==> config.mk <==
export PLATFORM = sky130hd
export DESIGN_NAME = seven_seg_display_driver
export DESIGN_NICKNAME = d
export VERILOG_FILES = /design/src/rtl/seven_seg_display_driver.sv
export SDC_FILE = /design/constraint.sdc
export NUM_CORES = 1
export LEC_CHECK = 0
export BUFFER_PORTS_ARGS = -buffer_cell sky130_fd_sc_hd__buf_2
export CAP_MARGIN = 20
export CORE_ASPECT_RATIO = 2
export CORE_MARGIN = 2
export CORE_UTILIZATION = 35
export CTS_CLUSTER_SIZE = 12
export DETAILED_ROUTE_END_ITERATION = 8
export PLACE_DENSITY = 0.65
export SLEW_MARGIN = 20
export SYNTH_ARGS = -nofsm -noshare
export SYNTH_HDL_FRONTEND = slang
export SYNTH_SLANG_ARGS = --single-unit
export TNS_END_PERCENT = 20
==> constraint.sdc <==
create_clock -name base_clock -period 4.7 [get_ports base_clock]
set_input_delay 0.94 -clock base_clock [delete_from_list [all_inputs] [get_ports base_clock]]
set_output_delay 0.94 -clock base_clock [all_outputs]
set_load 0.01 [all_outputs]
==> src/rtl/seven_seg_display_driver.sv <==
// seven_seg_display_driver
// Multiplexed 4-digit common-anode seven-segment driver. It has its own dwell
// prescaler, a 2-bit digit selector and a blanking window at the start of each
// dwell. Inputs are snapshotted once per frame. Every output is decoded from
// registered state only.
module seven_seg_display_driver #(
    parameter int PRESCALE     = 50000,
    parameter int BLANK_CYCLES = 16
) (
    input  logic        base_clock,
    input  logic        RESETn,
    input  logic [15:0] digits_in,
    input  logic [3:0]  dp_in,
    input  logic        lzb_en,
    output logic [3:0]  scan_out,
    output logic [6:0]  seg_out,
    output logic        dp_out
);

    localparam int CNT_W = ($clog2(PRESCALE) < 1) ? 1 : $clog2(PRESCALE);
    localparam logic [CNT_W-1:0] CNT_MAX   = CNT_W'(PRESCALE - 1);
    localparam logic [CNT_W-1:0] BLANK_LIM = CNT_W'(BLANK_CYCLES);

    logic [CNT_W-1:0] cnt_reg;
    logic [1:0]       sel_reg;
    logic [15:0]      snap_digits_reg;
    logic [3:0]       snap_dp_reg;
    logic             snap_lzb_reg;

    logic [3:0] snap_digit [4];
    logic [3:0] digit_zero;
    logic [3:0] digit_blank;

    // BCD to active-low {g,f,e,d,c,b,a}; non-decimal codes show a dash
    function automatic logic [6:0] decode(input logic [3:0] bcd);
        logic [6:0] seg;
        case (bcd)
            4'd0:    seg = 7'b1000000;
            4'd1:    seg = 7'b1111001;
            4'd2:    seg = 7'b0100100;
            4'd3:    seg = 7'b0110000;
            4'd4:    seg = 7'b0011001;
            4'd5:    seg = 7'b0010010;
            4'd6:    seg = 7'b0000010;
            4'd7:    seg = 7'b1111000;
            4'd8:    seg = 7'b0000000;
            4'd9:    seg = 7'b0010000;
            default: seg = 7'b0111111;
        endcase
        return seg;
    endfunction

    // Dwell counter, digit selector and once-per-frame input snapshot.
    // The snapshot edge is also the first edge after reset release.
    always_ff @(posedge base_clock or negedge RESETn) begin
        if (!RESETn) begin
            cnt_reg         <= '0;
            sel_reg         <= '0;
            snap_digits_reg <= '0;
            snap_dp_reg     <= '0;
            snap_lzb_reg    <= 1'b0;
        end else begin
            if (cnt_reg == CNT_MAX) begin
                cnt_reg <= '0;
                sel_reg <= sel_reg + 2'd1;
            end else begin
                cnt_reg <= cnt_reg + 1'b1;
            end
            if (cnt_reg == '0 && sel_reg == 2'd0) begin
                snap_digits_reg <= digits_in;
                snap_dp_reg     <= dp_in;
                snap_lzb_reg    <= lzb_en;
            end
        end
    end

    // Split the snapshot into per-digit nibbles and flag the zero digits
    generate
        for (genvar gi = 0; gi < 4; gi++) begin : g_digit
            assign snap_digit[gi] = snap_digits_reg[gi*4 +: 4];
            assign digit_zero[gi] = (snap_digits_reg[gi*4 +: 4] == 4'd0);
        end
    endgenerate

    // Leading-zero blanking: a digit is blanked only when it and every digit to its
    // left are zero. U1 always shows.
    always_comb begin
        digit_blank    = 4'b0000;
        digit_blank[3] = snap_lzb_reg & digit_zero[3];
        digit_blank[2] = digit_blank[3] & digit_zero[2];
        digit_blank[1] = digit_blank[2] & digit_zero[1];
    end

    // Output decode: all dark during the blank window, then the selected digit
    always_comb begin
        scan_out = 4'b1111;
        seg_out  = 7'b1111111;
        dp_out   = 1'b1;
        if (cnt_reg >= BLANK_LIM) begin
            scan_out = ~(4'b0001 << sel_reg);
            seg_out  = digit_blank[sel_reg] ? 7'b1111111 : decode(snap_digit[sel_reg]);
            dp_out   = ~snap_dp_reg[sel_reg];
        end
    end

endmodule

# Word level (Yosys, flattened, before mapping)
# Memory sizes are Yosys's and may differ from the RTL's.
# Cells that the tools add are included.
# word_totals
regBits,39
out_inout_bits,12
mem_count,1
input_bits,23
wordCells,37
mem_bits_ro,112
# classes
mux,12
order_cmp,3
n_reduce_logical,6
bitwise,6
addsub,2
eq_ne,1
shifts,1
# memory_table
memory,depth,word_bits,rd,rd_ports_with_merged_regs,write_ports,line,source
(name not given),16,7,1,0,0,37,case (bcd)
# op_table
op,n
$add 16x1->16 const B,1
$eq 16x16->1 const B,1
$ge 16x5->1 const B,1
$logic_not 16->1,1
$mux 16,1
$mux 7,2
$logic_not 4->1,3
$mux 4,3
$bmux 4 s2,1
$bmux 1 s2,2
$not 4->4,1
$shl 1x2->4 const A,1
$and 1x1->1,3
$ge 3x3->1 const B,1
$lt 2x3->1 const B,1
$mux 1,3
$not 2->3,1
$add 2x1->2 const B,1
$logic_not 2->1,1
$logic_and 1x1->1,1
$not 1->1,1

# Logic depth before layout (Yosys ltp)
# Gate-level depths: netlist of run 1.
# depth
ltp_word,8
ltp_mapped,7
ltp_nobuf,6

# Least setup slack after synthesis of run 1
# No wires, ideal clock.
# synth_path
path_type,register to output
from,register sel_reg[0]
to,output port seg_out[3]
arrival_ns,1.907
required_ns,3.760
path_buffers,1
stages_incl_launch_ff,7
path_slack_ns,1.853
cell_sequence,dfrtp_1 > buf_2 > mux4_2 > inv_1 > ha_1 > and3_1 > o21ai_0
# synth_via
elab_chain_len,7
elab_cells_between_ends,9
classes_between,mux (7); bitwise (1); memory (1)
# synth_lines
element,line,source
start: declaration,25,logic [1:0] sel_reg;
start signal: assignment,65,sel_reg <= sel_reg + 2'd1;
$not 2->3 (implied by the code),101,seg_out = digit_blank[sel_reg] ? 7'b1111111 : decode(snap_digit[sel_reg]);
$bmux 4 s2,101,
$mux 4 (implied by the code) (2 in series),101,
$mem_v2 16x7,n/a,
$mux 7 *,101,
$mux 7 *,99,if (cnt_reg >= BLANK_LIM) begin
end: declaration,16,"output logic [6:0] seg_out,"
# Mark *: on every way between the ends. The rest lies on a longest branch, timed or not. The select of a mux whose other input is x is not followed.

# Final worst setup path of run 1
# layout_path
from,register sel_reg[0]
to,output port seg_out[5]
# Same word-level chain as after synthesis.

==> out/metrics.cfg, run 1 <==
[status]
outcome=complete, no violations

[sta]
period_needed_ns=3.28
final_max_slew_viol_count=0
finalCritPeriodShare_pct=69.8
skew_ns=0.00580
fmax_mhz=305
hold_viol=0
rsz0062_at_grt=no
worstMarginPinSlew_ns=0.871
whs_ns=0.509
setup_tns_ns=0
max_slew_margin_pct=41.9
setup_viol=0

[setup_path]
regToRegStartpoint=cnt_reg[4]
worstSetupStartpoint=sel_reg[0]
r2r_cells=4
endpoint_kind=output port
critPathLaunchType=register
worstPathArrival_ns=2.34
path_class=register to output port
cp_max_fo=10
required_ns=3.76

[cts]
h-tree-depth=2
post_cts_buffers=0
cts_resized=0
cts_tree=done
cts_sinks=39
insertion_delay_ns=0.28
numCtsBuffers=5
cts_buffer_depth=2
clockRootBuffer=clkbuf_16
clk_pin_slew_ns=0.06
ctsHoldBuffers=0

[cells_and_area]
layout.nets=253
area_delta_synth_final_pct=18.2
final_util_pct=42.8
nFillCells=553
antenna_cells=0
drive_above_1_share_pct=33.2

[power_and_ir_drop]
fin_total_pwr_mw=0.809
ir_drop_mv=0.148
power_density_nw_per_um2=315
p_leak_nw=1.23

[detailed_routing]
drc=0
viasPerCell=5.10
drtIter0Drc=41
drtAntennaViolNets=0
firstDrtPassIters=4
totalWireLength_um=4380
routedWlPerCell_um=15.5
via_count=1442

[global_route]
grt_pass1_vias=1450
use_met3_pct=3.57
track_usage_pct=14.0
grt_overflow=0
grt_max_degree=40
use_met2_pct=23.9
top_usage_layer=met2
grt_antenna_before_repair=0
use_met1_pct=15.1
grt_pass1_wl_um=7020

[logic_synthesis]
synthArstFlopShare_pct=100
synth_top_area_share_pct=44.9
synth_most_common_cell=dfrtp_1
synth_ff_type=dfrtp_1
netlist_instances=183
yosys-top-cells-count=dfrtp_1, mux2_4, nand2_1, nor2_1
syn_nets=217
seq_area_frac_synth_pct=44.9
netlist_top_cells_area=dfrtp_1, mux2_4, ha_1, mux4_2, xnor2_1
yosys_warnings=0
synth_area_um2=2180
synth-edff-count=0
ys_types=32
synth_seq_cells=39
synth_top_area_cell=dfrtp_1
syn_area_per_cell_um2=11.9

[run]
maxCapViolations=0

[worst_hold_path]
worstHoldPathCells=1
worstHoldStart=snap_lzb_reg
hp-class=register to register

[die]
floorplan.die.height_um=116
ios=35
die_w_um=59.8
dieArea_um2=6900
core-area_um2=6010
std_cell_rows=40
start_util_pct=36.2

[placed_design]
port_buffers=34
hpwlAfterDp_um=3330
globalplace.congestion=0.790

==> per-stage QoR <==
step / area, µm² / std cells / setup WS, ns
final: 2570 / 283 / 1.42
after global placement: 2390 / 275 / 1.75
after global routing: 2570 / 283 / 1.21
after CTS: 2570 / 283 / 1.40
after floorplan: 2180 / 183 / 1.85
after detailed placement: 2390 / 275 / 1.70
==> worst max-delay path, cell delays in order, from the launching register on <==
cell	delay (ns)
dfrtp_1	0.62
mux4_2	0.63
inv_1	0.13
ha_1	0.18
nor2_1	0.05
a211oi_1	0.19
o21ai_0	0.10
buf_2	0.15
==> report_power, final <==
| group | switching, mW | internal [mW] | total, mW |
|---|---|---|---|
| Clock | 0.134 | 0.267 | 0.400 |
| Sequential | 0.00763 | 0.345 | 0.353 |
| Combinational | 0.0261 | 0.0305 | 0.0567 |
| Total | 0.167 | 0.642 | 0.809 |
==> placed cells by master (no fill, tap or decap), types with 2 or more instances in the layout <==
master,n
mux2_2,2
nand4_1,3
nand2_1,13
xnor2_1,7
nand3_1,6
dfrtp_1,39
or4_1,3
nor3_1,3
xor2_1,7
and3_1,3
buf_2,34
ha_1,11
inv_1,11
mux4_2,5
clkbuf_16,5
nor4_1,6
o21ai_0,6
nor2_1,13
mux2_4,20
a211oi_1,2
nor3b_1,2
a21oi_1,5
nor2b_1,2
==> worst paths after layout <==
path	end	slack [ns]
min in group asynchronous	snap_dp_reg[1]	0.77
worst min register to register	snap_lzb_reg	0.51
max in group asynchronous	snap_digits_reg[1]	3.38
worst min-delay path	snap_lzb_reg	0.51
worst max register to register	snap_lzb_reg	2.35
worst max-delay path	seg_out[5]	1.42
==> area by class of cell <==
cell class / instances / area, µm² / share of cell area, %
tap: 63 / 78.8 / 3.07
timing repair buffer: 35 / 178 / 6.91
clock inverter: 2 / 38.8 / 1.51
multi-input combinational: 127 / 1120 / 43.6
sequential: 39 / 976 / 38.0
inverter: 11 / 41.3 / 1.61
clock buffer: 6 / 139 / 5.40
==> logic make-up (layout without fill, tap and decap cells) <==
family | Yosys count | after routing | synth area share [%]
DFF | 39 | 39 | 44.9
adders and majority gates | 11 | 11 | 6.33
and+or+nand+nor | 58 | 58 | 14.7
buffers and inverters | 17 | 54 | 3.68
muxes | 28 | 28 | 20.5
xor gates and xnor gates | 14 | 14 | 5.64
AOI/OAI and AO/OA | 16 | 16 | 4.31
==> routing by layer <==
| layer | vias to the layer above | share of wire, % |
|---|---|---|
| met2 | 22 | 55 |
| met1 | 703 | 39 |
| met4 | 0 | 2.3 |
| met5 | - | 0 |
| met3 | 5 | 3.5 |
| li1 | 712 | - |
No activity file was read; power rests on OpenSTA's default activity.
==> inputs of run 2 (changes only) <==
--- a/config.mk
+++ b/config.mk
@@ -12,7 +12,7 @@
 export CORE_UTILIZATION = 35
 export CTS_CLUSTER_SIZE = 12
 export DETAILED_ROUTE_END_ITERATION = 8
-export PLACE_DENSITY = 0.65
+export PLACE_DENSITY = 0.67
 export SLEW_MARGIN = 20
 export SYNTH_ARGS = -nofsm -noshare
 export SYNTH_HDL_FRONTEND = slang
==> constraint.sdc (replaced) <==
create_clock -name base_clock -period 3 [get_ports base_clock]
set_input_delay 0.6 -clock base_clock [delete_from_list [all_inputs] [get_ports base_clock]]
set_output_delay 0.6 -clock base_clock [all_outputs]
set_load 0.01 [all_outputs]
==> run 2 against run 1 <==
First-iteration DRC count down 27%. Worst setup slack got worse by 1.1 ns. Die area stayed put. Clock power increased by 36%. Cell area about the same. Via count up 1.5%. Non-clock buffer count rose by 3. Core utilization about the same. Sequential power is 57% higher. Register-to-register slack got worse by 1.7 ns.
==> out/metrics.cfg, run 2 (same netlist as run 1, synthesis figures left out) <==
[status]
outcome=complete, no violations

[global_route]
track_usage_pct=14.3
use_met3_pct=3.13
grt_pass1_wl_um=7240
grt_antenna_before_repair=0
use_met2_pct=25.9
grt_pass1_vias=1519
use_met1_pct=15.0
grt_max_degree=40
grt_overflow=0
top_usage_layer=met2

[die]
std_cell_rows=40
floorplan.die.height_um=116
die_w_um=59.8
ios=35
core-area_um2=6010
dieArea_um2=6900
start_util_pct=36.2

[setup_path]
cp_max_fo=7
path_class=register to output port
endpoint_kind=output port
regToRegStartpoint=cnt_reg[4]
critPathLaunchType=register
slowest_stage=mux4_2
ff2ff_setup_slack_ns=0.67
r2r_cells=4
worstPathCellList=mux4_2 > inv_1 > ha_1 > nor2_1 > a211oi_1 > o21ai_0 > buf_2
r2r_end=snap_lzb_reg
worstPathArrival_ns=2.13
critPathMaxStageDelay_ns=0.60
required_ns=2.40

[cts]
insertion_delay_ns=0.28
cts_tree=done
numCtsBuffers=5
h-tree-depth=2
clockRootBuffer=clkbuf_16
clk_pin_slew_ns=0.06
cts_buffer_depth=2
cts_sinks=39
ctsHoldBuffers=0

[placed_design]
port_buffers=34
post_dp_cell_area_um2=2390
pre_cts_ws_ns=0.346
globalplace.congestion=0.764
hpwlAfterDp_um=3440
dp_cells=275

[sta]
max_slew_margin_pct=40.7
hold_viol=0
final_max_slew_viol_count=0
setup_viol=0
period_needed_ns=2.73
fmax_mhz=367
rsz0062_at_grt=no
setup_tns_ns=0
finalCritPeriodShare_pct=90.9
worst_slack_ns=0.273
skew_ns=0.00527
worstMarginPinSlew_ns=0.890
whs_ns=0.439

[detailed_routing]
routedWlPerCell_um=15.6
drtIter0Drc=30
firstDrtPassIters=4
drc=0
drtAntennaViolNets=0
via_count=1464
viasPerCell=5.12
totalWireLength_um=4460

[cells_and_area]
final_area_um2=2570
antenna_cells=0
final_common_cell=dfrtp_1
finalNonFillerCells=286
layout.nets=256
area_delta_synth_final_pct=18.2
drive_above_1_share_pct=34.5
layout_common_cells=dfrtp_1, buf_2, mux2_4
final_util_pct=42.8

[power_and_ir_drop]
fin_total_pwr_mw=1.18
seqPwrFrac_pct=46.7
ir_drop_mv=0.217
switchingPower_mw=0.265
p_int_mw=0.920
combPwrFrac_pct=7.6
p_leak_nw=1.23
power_density_nw_per_um2=461
switching_share_pct=22.3
pwr-share-clk_pct=45.8

[run]
maxCapViolations=0

[worst_hold_path]
hp-class=input pin to asynchronous set/reset pin

## run 2: layer usage
metal | part of all wire [%] | up-vias
met3 | 3.1 | 7
met4 | 2.2 | 0
met2 | 56 | 25
li1 | - | 720
met5 | 0 | -
met1 | 39 | 712
## run 2: layout make-up
cell class,count,area (µm²)
Timing Repair Buffer,38,200
Multi-Input combinational cell,127,1120
Clock buffer,6,139
Tap cell,63,78.8
Inverter,11,41.3
Clock inverter,2,16.3
Fill cell,580,3430
Sequential cell,39,977
## run 2: worst max-delay path by stage
stage                    start         end  slack, ns  cells past startpoint
floorplan           sel_reg[0]  seg_out[3]       0.49                      6
global placement    sel_reg[0]  seg_out[5]       0.39                      7
detailed placement  sel_reg[0]  seg_out[5]       0.35                      7
CTS                 sel_reg[0]  seg_out[5]       0.03                      7
global route        sel_reg[0]  seg_out[3]       0.09                      6
finish              sel_reg[0]  seg_out[5]       0.27                      7
## run 2: critical path, delay by kind of cell (launching register included)
kind / cells / cell delay [ns]
AOI/OAI and AO/OA: 2 / 0.29
buffers and inverters: 2 / 0.29
adders and majority gates: 1 / 0.18
muxes: 1 / 0.60
and+or+nand+nor: 1 / 0.05
DFF: 1 / 0.44
## run 2: power groups by stage
stage	Sequential, mW	Combinational, mW	Clock [mW]
final	0.553	0.0896	0.543
after global routing	0.554	0.100	0.578
after CTS	0.553	0.0916	0.558
after detailed placement	0.562	0.0913	0
after global placement	0.562	0.0891	0
after floorplan	0.557	0.0506	0
## run 2: what timing repair did
item	4_1_cts	5_1_grt
buffers inserted	0	3
endpoints found under the setup margin	0	5
gates resized for setup	0	1
hold endpoints to repair	0	0
